[config.mk]
export PLATFORM = sky130hd
export DESIGN_NAME = tx_pkt_serializer_hcp
export DESIGN_NICKNAME = d
export VERILOG_FILES = /design/src/rtl/hcp_tx_pkg.sv /design/src/rtl/crc32_d8_hcp.sv /design/src/rtl/tx_pkt_serializer_hcp.sv
export SDC_FILE = /design/constraint.sdc
export NUM_CORES = 1
export LEC_CHECK = 0
export CELL_PAD_IN_SITES_DETAIL_PLACEMENT = 1
export CELL_PAD_IN_SITES_GLOBAL_PLACEMENT = 1
export CORE_MARGIN = 1
export CORE_UTILIZATION = 46
export CTS_CLUSTER_SIZE = 24
export DETAILED_ROUTE_END_ITERATION = 6
export HOLD_SLACK_MARGIN = 0.05
export PLACE_DENSITY_LB_ADDON = 0.25
export SYNTH_ARGS = -nofsm -noshare
export SYNTH_HDL_FRONTEND = slang
export SYNTH_SLANG_ARGS = --single-unit
export TNS_END_PERCENT = 20
[constraint.sdc]
create_clock -name i_clk -period 17.2 [get_ports i_clk]
set_clock_uncertainty 0.05 [all_clocks]
set_input_delay 3.44 -clock i_clk [delete_from_list [all_inputs] [get_ports i_clk]]
set_output_delay 3.44 -clock i_clk [all_outputs]
set_load 0.1 [all_outputs]
[src/rtl/hcp_tx_pkg.sv]
// ============================================================================
// Module   : hcp_tx_pkg
// Brief    : Shared field positions, stream constants, FSM encoding and the
//            reflected CRC-32 byte-update helper for the HCP TX serializer.
// Revision : 1.0 - initial release
// ============================================================================
`default_nettype none

package hcp_tx_pkg;

  // Packet word field positions
  localparam int HEAD_BIT = 133;
  localparam int TAIL_BIT = 132;
  localparam int VLD_MSB  = 131;
  localparam int VLD_LSB  = 128;

  // Stream framing bytes
  localparam logic [7:0] PREAMBLE_BYTE = 8'h55;
  localparam logic [7:0] SFD_BYTE      = 8'hD5;

  // IEEE 802.3 polynomial, bit-reflected form
  localparam logic [31:0] CRC32_POLY = 32'hEDB88320;

  typedef enum logic [2:0] {
    IDLE_S  = 3'd0,
    PREAM_S = 3'd1,
    DATA_S  = 3'd2,
    FCS_S   = 3'd3,
    IFG_S   = 3'd4
  } tx_state_e;

  // One byte of reflected CRC-32, LSB of the data byte shifted in first
  function automatic logic [31:0] crc32_byte(input logic [31:0] crc, input logic [7:0] data);
    logic [31:0] c;
    c = crc ^ {24'h000000, data};
    for (int i = 0; i < 8; i++) begin
      c = c[0] ? ((c >> 1) ^ CRC32_POLY) : (c >> 1);
    end
    return c;
  endfunction

endpackage

`default_nettype wire

[src/rtl/crc32_d8_hcp.sv]
// ============================================================================
// Module   : crc32_d8_hcp
// Brief    : Byte-wide running CRC-32 register. Clear loads the all-ones seed;
//            enable folds in one byte. Output is the raw (un-inverted) state.
// Revision : 1.0 - initial release
// ============================================================================
`default_nettype none

module crc32_d8_hcp
  import hcp_tx_pkg::*;
(
  input  logic        i_clk,
  input  logic        i_rst,
  input  logic        i_clr,
  input  logic        i_en,
  input  logic [7:0]  iv_data,
  output logic [31:0] ov_crc
);

  logic [31:0] crc_q;

  // Running CRC state: seed on clear, update on each enabled byte
  always_ff @(posedge i_clk or posedge i_rst) begin
    if (i_rst) begin
      crc_q <= 32'hFFFFFFFF;
    end else if (i_clr) begin
      crc_q <= 32'hFFFFFFFF;
    end else if (i_en) begin
      crc_q <= crc32_byte(crc_q, iv_data);
    end
  end

  assign ov_crc = crc_q;

endmodule

`default_nettype wire

[src/rtl/tx_pkt_serializer_hcp.sv]
// ============================================================================
// Module   : tx_pkt_serializer_hcp
// Brief    : Serializes 134-bit HCP TX packet words into a gap-free byte
//            stream with preamble/SFD, enforced inter-frame gap, underrun and
//            format-error truncation. Optional FCS append is enabled by
//            defining HCP_TX_FCS_APPEND_EN.
// Revision : 1.0 - initial release
// ============================================================================
`default_nettype none

module tx_pkt_serializer_hcp
  import hcp_tx_pkg::*;
#(
  parameter int unsigned IFG_CYCLES   = 12,
  parameter int unsigned PREAMBLE_LEN = 7
) (
  input  logic         i_clk,
  input  logic         i_rst,
  input  logic [133:0] iv_pkt_word,
  input  logic         i_pkt_word_wr,
  output logic         o_pkt_word_rdy,
  output logic [7:0]   ov_pkt_data,
  output logic         o_pkt_data_wr,
  input  logic         i_fifo_overflow_pulse,
  output logic         o_underrun_pulse,
  output logic         o_format_err_pulse,
  output logic [31:0]  ov_tx_pkt_cnt,
  output logic [15:0]  ov_overflow_cnt
);

  localparam logic [7:0] IFG_LAST = 8'(IFG_CYCLES - 1);
  localparam logic [7:0] PRE_LEN  = 8'(PREAMBLE_LEN);

  // Two-entry word buffer: cur is being serialized, nxt is the lookahead
  logic [133:0] cur_q, cur_d, nxt_q, nxt_d;
  logic         cur_v_q, cur_v_d, nxt_v_q, nxt_v_d, rdy_q;
  logic         pop, push;

  tx_state_e    state_q, state_d;
  logic [7:0]   cnt_q, cnt_d;
  logic         drop_q, drop_d;
  logic [7:0]   data_q, data_d;
  logic         wr_q, wr_d, und_q, und_d, ferr_q, ferr_d;
  logic [31:0]  txc_q;
  logic [15:0]  ovf_q;
  logic         tx_inc;

  logic [127:0] cur_shift;
  logic [7:0]   cur_byte;
  logic [3:0]   last_idx;
  logic         cur_last;

  assign push      = i_pkt_word_wr & rdy_q;
  assign cur_shift = cur_q[127:0] << {cnt_q[3:0], 3'b000};
  assign cur_byte  = cur_shift[127:120];
  // A valid-count of 0 means 16 bytes; the 4-bit wrap of 0-1 yields 15
  assign last_idx  = cur_q[VLD_MSB:VLD_LSB] - 4'd1;
  assign cur_last  = cur_q[TAIL_BIT] ? (cnt_q[3:0] == last_idx) : (cnt_q[3:0] == 4'hF);

`ifdef HCP_TX_FCS_APPEND_EN
  logic        crc_clr, crc_en;
  logic [31:0] crc_w, fcs_w, fcs_shift;

  crc32_d8_hcp u_crc (
    .i_clk   (i_clk),
    .i_rst   (i_rst),
    .i_clr   (crc_clr),
    .i_en    (crc_en),
    .iv_data (cur_byte),
    .ov_crc  (crc_w)
  );

  assign fcs_w     = ~crc_w;
  assign fcs_shift = fcs_w >> {cnt_q[1:0], 3'b000};
`endif

  // Buffer next-state: pop shifts nxt into cur, push fills first free slot
  always_comb begin
    cur_d   = cur_q;
    nxt_d   = nxt_q;
    cur_v_d = cur_v_q;
    nxt_v_d = nxt_v_q;
    if (pop) begin
      cur_d   = nxt_q;
      cur_v_d = nxt_v_q;
      nxt_v_d = 1'b0;
    end
    if (push) begin
      if (!cur_v_d) begin
        cur_d   = iv_pkt_word;
        cur_v_d = 1'b1;
      end else begin
        nxt_d   = iv_pkt_word;
        nxt_v_d = 1'b1;
      end
    end
  end

  // Serializer FSM: next state, next registered outputs and buffer pop
  always_comb begin
    state_d = state_q;
    cnt_d   = cnt_q;
    drop_d  = drop_q;
    data_d  = 8'h00;
    wr_d    = 1'b0;
    und_d   = 1'b0;
    ferr_d  = 1'b0;
    pop     = 1'b0;
    tx_inc  = 1'b0;
`ifdef HCP_TX_FCS_APPEND_EN
    crc_clr = 1'b0;
    crc_en  = 1'b0;
`endif
    case (state_q)
      IDLE_S: begin
        if (cur_v_q) begin
          if (cur_q[HEAD_BIT]) begin
            // Start the frame: first preamble byte goes out on this edge
            drop_d  = 1'b0;
            data_d  = PREAMBLE_BYTE;
            wr_d    = 1'b1;
            cnt_d   = 8'd1;
            state_d = PREAM_S;
`ifdef HCP_TX_FCS_APPEND_EN
            crc_clr = 1'b1;
`endif
          end else begin
            // Leftovers of a truncated frame are silently dropped
            pop = 1'b1;
            if (drop_q) begin
              if (cur_q[TAIL_BIT]) drop_d = 1'b0;
            end else begin
              ferr_d = 1'b1;
            end
          end
        end
      end
      PREAM_S: begin
        wr_d = 1'b1;
        if (cnt_q < PRE_LEN) begin
          data_d = PREAMBLE_BYTE;
          cnt_d  = cnt_q + 8'd1;
        end else begin
          data_d  = SFD_BYTE;
          cnt_d   = 8'd0;
          state_d = DATA_S;
        end
      end
      DATA_S: begin
        wr_d   = 1'b1;
        data_d = cur_byte;
`ifdef HCP_TX_FCS_APPEND_EN
        crc_en = 1'b1;
`endif
        if (cur_last) begin
          pop   = 1'b1;
          cnt_d = 8'd0;
          if (cur_q[TAIL_BIT]) begin
`ifdef HCP_TX_FCS_APPEND_EN
            state_d = FCS_S;
`else
            state_d = IFG_S;
            tx_inc  = 1'b1;
`endif
          end else if (!nxt_v_q) begin
            und_d   = 1'b1;
            drop_d  = 1'b1;
            state_d = IFG_S;
          end else if (nxt_q[HEAD_BIT]) begin
            // Head mid-frame: truncate, keep the head for the next frame
            ferr_d  = 1'b1;
            state_d = IFG_S;
          end
        end else begin
          cnt_d = cnt_q + 8'd1;
        end
      end
`ifdef HCP_TX_FCS_APPEND_EN
      FCS_S: begin
        wr_d   = 1'b1;
        data_d = fcs_shift[7:0];
        if (cnt_q[1:0] == 2'd3) begin
          cnt_d   = 8'd0;
          state_d = IFG_S;
          tx_inc  = 1'b1;
        end else begin
          cnt_d = cnt_q + 8'd1;
        end
      end
`endif
      IFG_S: begin
        if (cnt_q == IFG_LAST) begin
          cnt_d   = 8'd0;
          state_d = IDLE_S;
        end else begin
          cnt_d = cnt_q + 8'd1;
        end
        if (drop_q && cur_v_q) begin
          if (cur_q[HEAD_BIT]) begin
            drop_d = 1'b0;
          end else begin
            pop = 1'b1;
            if (cur_q[TAIL_BIT]) drop_d = 1'b0;
          end
        end
      end
      default: begin
        state_d = IDLE_S;
        cnt_d   = 8'd0;
      end
    endcase
  end

  // State, buffer and registered outputs
  always_ff @(posedge i_clk or posedge i_rst) begin
    if (i_rst) begin
      state_q <= IDLE_S;
      cnt_q   <= 8'd0;
      drop_q  <= 1'b0;
      cur_q   <= '0;
      nxt_q   <= '0;
      cur_v_q <= 1'b0;
      nxt_v_q <= 1'b0;
      rdy_q   <= 1'b0;
      data_q  <= 8'h00;
      wr_q    <= 1'b0;
      und_q   <= 1'b0;
      ferr_q  <= 1'b0;
    end else begin
      state_q <= state_d;
      cnt_q   <= cnt_d;
      drop_q  <= drop_d;
      cur_q   <= cur_d;
      nxt_q   <= nxt_d;
      cur_v_q <= cur_v_d;
      nxt_v_q <= nxt_v_d;
      rdy_q   <= ~nxt_v_d;
      data_q  <= data_d;
      wr_q    <= wr_d;
      und_q   <= und_d;
      ferr_q  <= ferr_d;
    end
  end

  // Frame counter (wrapping) and overflow counter (saturating)
  always_ff @(posedge i_clk or posedge i_rst) begin
    if (i_rst) begin
      txc_q <= 32'd0;
      ovf_q <= 16'd0;
    end else begin
      if (tx_inc) txc_q <= txc_q + 32'd1;
      if (i_fifo_overflow_pulse && (ovf_q != 16'hFFFF)) ovf_q <= ovf_q + 16'd1;
    end
  end

  assign o_pkt_word_rdy     = rdy_q;
  assign ov_pkt_data        = data_q;
  assign o_pkt_data_wr      = wr_q;
  assign o_underrun_pulse   = und_q;
  assign o_format_err_pulse = ferr_q;
  assign ov_tx_pkt_cnt      = txc_q;
  assign ov_overflow_cnt    = ovf_q;

endmodule

`default_nettype wire

After elaboration in Yosys (flattened, before gate mapping):

Index checks and enable logic that the tools add are counted.

* eq/ne operators: 17
* add/subtract/negate cells: 4
* bitwise logic cells: 2
* shift operators: 1
* magnitude comparators: 1
* muxes and demuxes: 62
* reductions and logical operators: 9

Operator list (number)
* 134-bit two-way mux: 3
* 128-bit by 7-bit << shifter with 128-bit output: 1
* 8-bit two-way mux: 6
* 1-bit two-way mux: 36
* 32-bit by 1-bit adder with 32-bit output (second input constant): 1
* 8-bit case mux with 4 select lines: 1
* 3-bit two-way mux: 8
* 8-bit case mux with 3 select lines: 1
* 16-bit by 1-bit adder with 16-bit output (second input constant): 1
* 16-bit != test (second input constant): 1
* 2-bit != test (second input constant): 8
* 7-bit two-way mux: 2
* 3-bit case mux with 4 select lines: 1
* 8-bit by 1-bit adder with 8-bit output (second input constant): 1
* 8-bit by 4-bit == test with 1-bit output (second input constant): 1
* 8-bit by 3-bit < comparator with 1-bit output (second input constant): 1
* 7-bit AND reduction: 1
* 1-bit case mux with 3 select lines: 2
* 6-bit AND reduction: 1
* 4-bit == test: 1
* 4-bit == test (second input constant): 1
* 4-bit != test (second input constant): 1
* 1-bit case mux with 2 select lines: 2
* 2-bit AND reduction: 2
* other kinds (11): 12

* output and inout port bits: 60
* register bits: 342

Depth between registers and ports, before layout:

* depth after elaboration: 9
* mapped depth: 12
* depth with buffers taken out: 8

Least setup slack after synthesis:

Ideal clock, no wire load.

* path kind: input -> register
* start: input i_fifo_overflow_pulse
* end: register ovf_q[7] (netlist: ov_overflow_cnt[7])
* slack: 12.334 ns
* buffers on the path: 1
* stages on the path: 6
* data arrival time: 4.658 ns
* cell sequence: inv_1 > a41oi_1 > and3_1 > clkbuf_1 > nand4_1 > xnor2_1

* word-level cells in the longest chain between the ends: 1

RTL lines
* start: declaration: line tx_pkt_serializer_hcp.sv:24 `input logic i_fifo_overflow_pulse,`
* 1-bit logical AND: line tx_pkt_serializer_hcp.sv:252 `if (i_fifo_overflow_pulse && (ovf_q != 16'hFFFF)) ovf_q <= ovf_q + 16'd1;`
* end signal: assignment: line tx_pkt_serializer_hcp.sv:252
* end: declaration: line tx_pkt_serializer_hcp.sv:45 `logic [15:0] ovf_q;`

No other way between the ends.
A chain may end at the register's enable or synchronous reset.

Final worst setup path:

* start: input i_pkt_word_wr
* end: register cur_q[58]

* word-level cells in the longest chain between the ends: 2

RTL lines
* start: declaration: line tx_pkt_serializer_hcp.sv:20 `input logic i_pkt_word_wr,`
* 1-bit bitwise AND: line tx_pkt_serializer_hcp.sv:53 `assign push = i_pkt_word_wr & rdy_q;`
* 134-bit two-way mux: line tx_pkt_serializer_hcp.sv:88 `if (push) begin`
* via cur_d[58]: line tx_pkt_serializer_hcp.sv:35 `logic [133:0] cur_q, cur_d, nxt_q, nxt_d;`
* end signal: assignment: line tx_pkt_serializer_hcp.sv:233 `cur_q <= cur_d;`
* end: declaration: line tx_pkt_serializer_hcp.sv:35

The timed path passes the listed nets, and every way through them passes these cells.

==> metrics.csv <==
stage,metric,value,unit
outcome,status,"complete, no violations",
critical_path,max incr delay on CP,850,ps
yosys,Synth top area share,0.532,
route,Via Count,9881,
critical_path,critical path cell sequence,"clkdlybuf4s50_1, o2111ai_4, buf_4, buf_4, mux2_2",
route,Iter 0 DRT Violations,407,
route,drt drc,0,
clock_network,Clock Path Buffers,3,
yosys,library cells used by synthesis,50,
placement,GP Congestion,0.797,
cells_and_area,Filler cells,3290,
global_route,number of global-route vias before repair,10863,
global_route,routing usage on met2,0.373,
cells_and_area,final layout net count,1455,
sta,Final period util,0.339,
yosys,"FFs w/ async S/R, synth",1.00,
critical_path,CP most frequent cell,buf_4,
hold_path,Hold Path Cell Cnt,1,
yosys,Yosys reg bits,342,
critical_path,WP data required,17550,ps
clock_network,clock latency on the worst-skew pair,520,ps
clock_network,clk slew on worst S/H paths,50,ps
yosys,synthesized cell area,16100,um2
route,final wirelength,38200,um
global_route,first-pass GRT wire length,62000,um
floorplan,core area,34500,um2
floorplan,die area,35700,um2
critical_path,WP data arrival,6190,ps
yosys,Yosys top cell by area,dfrtp_1,
global_route,initial antenna violation count,4,
yosys,Synth Net Count,1277,
sta,PnR worst setup slack,11360,ps
hold_path,Worst Hold End,ov_tx_pkt_cnt[7]$_DFFE_PP0P_,
power,Leak,8.13,nW
placement,PortBufs,197,
floorplan,Die Wd,189,um
global_route,grt total ovfl,0,
yosys,"Seq/Total Area, Yosys",0.532,
sta,Rel. slew slack,0.242,
floorplan,row count,68,
clock_network,CTS Buf Count,38,
sta,slew of the pin with the lowest slew margin,1130,ps
hold_path,HP Class,reg2reg,
critical_path,worst path bufs/invs,3,
floorplan,io pins,198,
yosys,synth warn,0,
power,pwr dens,185,nW/um2
clock_network,Post CTS Setup Buffer Count,0,
hold_path,HP Start,ov_tx_pkt_cnt[7]$_DFFE_PP0P_,
global_route,met3 usage in global routing,0.0462,
route,TritonRoute pass-1 iters,4,
floorplan,starting density of the core,0.466,
yosys,number of synthesized flops with an enable pin,0,
global_route,largest net degree at the start of global routing,147,
critical_path,crit start category,primary input,
route,ANT nets after route,0,
clock_network,hold buffers post-CTS,0,
global_route,gr usage total,0.223,
critical_path,worst reg-to-reg path cell count,9,
critical_path,RR Startpoint,cnt_q[1]$_DFFE_PP0P_,
sta,Fin Setup TNS,0,ps
clock_network,Root Driver,clkbuf_16,
route,average vias per placed instance,5.50,
cells_and_area,area grow syn2layout,21.7,%
critical_path,Crit Reg-Reg Endpoint,cur_q[58]$_DFF_PP0_,
placement,Final HPWL DP,25200,um
yosys,Synth Instances,1135,
critical_path,R2R setup slack,12770,ps
sta,RSZ-0062 raised after global routing,false,
yosys,Post-synth top flop,dfrtp_1,
clock_network,Post-CTS Resized,0,
placement,pre-CTS WS,10820,ps
critical_path,WS Path Type,in2reg,
clock_network,# H-tree levels,2,
power,worst vdd ir,0.000150,V
cells_and_area,share of layout cells above drive strength 1,0.358,
critical_path,crit path max fanout,75,
yosys,most common cell in the netlist,mux2_2,
yosys,Post-synth top cells,"mux2_2 (374), dfrtp_1 (342), mux4_2 (40)",
sta,Pins Over Slew Limit,0,
critical_path,CP max stage cell,buf_4,
critical_path,Top delay family on crit path,buffers and inverters,
yosys,Avg Inst Size Synth,14.2,um2
floorplan,die height,189,um
clock_network,CTS tree,yes,
yosys,Synth area leaders,"dfrtp_1 (53%), mux2_2 (26%), mux4_2 (5.6%), mux2_1 (2.0%), xor2_1 (1.5%)",
sta,Final min period,5840,ps
flow_run,Max-Cap Viols,0,
global_route,GRT Max-Usage Layer,met2,
route,WL/cell,21.3,um
sta,final hold vios,0,
critical_path,crit end category,flip-flop,
clock_network,# clock sinks,342,
sta,Max Fclk,171,MHz
sta,final setup vio count,0,
global_route,met1 Use GR,0.297,
-- metal layers --
| metal | part of all wire | routed length [um] | up-vias |
|---|---|---|---|
| li1 | - | - | 4481 |
| met1 | 0.43 | 16600 | 5127 |
| met2 | 0.50 | 18900 | 211 |
| met3 | 0.050 | 1930 | 56 |
| met4 | 0.019 | 738 | 6 |
| met5 | 0.00097 | 37 | - |
-- placed cells by master, fill, tap and decap left out, types with 11 or more instances in the layout --
cell / netlist / final
xnor2_1: 21 / 21
mux2_2: 374 / 374
mux4_2: 40 / 40
inv_1: 16 / 15
clkdlybuf4s50_1: 0 / 197
nor2_1: 22 / 22
dfrtp_1: 342 / 340
nor3_1: 18 / 18
nand2_1: 38 / 38
clkbuf_1: 18 / 18
nand4_1: 11 / 11
clkbuf_16: 0 / 39
mux2_1: 29 / 29
xor2_1: 28 / 28
nand3_1: 29 / 29
-- power breakdown --
group          total, W  switching (W)  internal, W
Sequential      0.00139       0.000218      0.00117
Combinational   0.00146       0.000647     0.000811
Clock          0.000767       0.000317     0.000451
Total           0.00361        0.00118      0.00243
-- sequential cells by signal, summed over array words and instances, names as in the netlist, 3 cells and up --
signal           count
nxt_q              134
cnt_q                8
ov_overflow_cnt     16
state_q              3
cur_q              134
ov_tx_pkt_cnt       32
ov_pkt_data          8
-- cell families (layout without fill, tap and decap cells) --
group / Yosys count / in the layout / synth area share
muxes: 444 / 444 / 0.339
AOI/OAI and AO/OA: 45 / 45 / 0.0198
other: 0 / 1 / 0
adders and majority gates: 4 / 4 / 0.00311
DFF: 342 / 342 / 0.532
and+or+nand+nor: 166 / 166 / 0.0534
buffers and inverters: 85 / 289 / 0.0255
xor gates and xnor gates: 49 / 49 / 0.0267
-- per-stage QoR --
stage	hold slack [ps]	instances	instance area (um2)	util	power [W]
after floorplan	425	1135	16100	-	0.00249
after global placement	408	1728	18400	0.534	0.00279
after detailed placement	420	1728	18400	0.534	0.00287
after CTS	440	1794	19600	0.567	0.00366
after global routing	461	1794	19600	0.567	0.00383
final	437	1795	19600	0.568	0.00361
-- worst max-delay path by stage --
stage | from | endpoint | slack, ps | cells past startpoint
3_5_place_dp | i_pkt_word_wr | cur_q[58]$_DFF_PP0_ | 10820 | 5
2_1_floorplan | i_rst | cnt_q[0]$_DFFE_PP0P_ | 4230 | 1
5_1_grt | i_pkt_word_wr | cur_q[58]$_DFF_PP0_ | 11200 | 5
6_report | i_pkt_word_wr | cur_q[58]$_DFF_PP0_ | 11360 | 5
3_3_place_gp | i_pkt_word_wr | cur_q[47]$_DFF_PP0_ | 10790 | 5
4_1_cts | i_pkt_word_wr | cur_q[109]$_DFF_PP0_ | 11350 | 5
-- final cells by class --
cell class	instances	area [um2]	share of cell area
Sequential cell	342	8560	0.438
Timing Repair Buffer	207	2070	0.106
Clock buffer	61	1100	0.0562
Inverter	16	67.6	0.00345
Tap cell	455	569	0.0291
Clock inverter	5	53.8	0.00275
Multi-Input combinational cell	708	7130	0.365
Antenna cell	1	2.50	0.000128
Power figures use the tool's default switching activity.
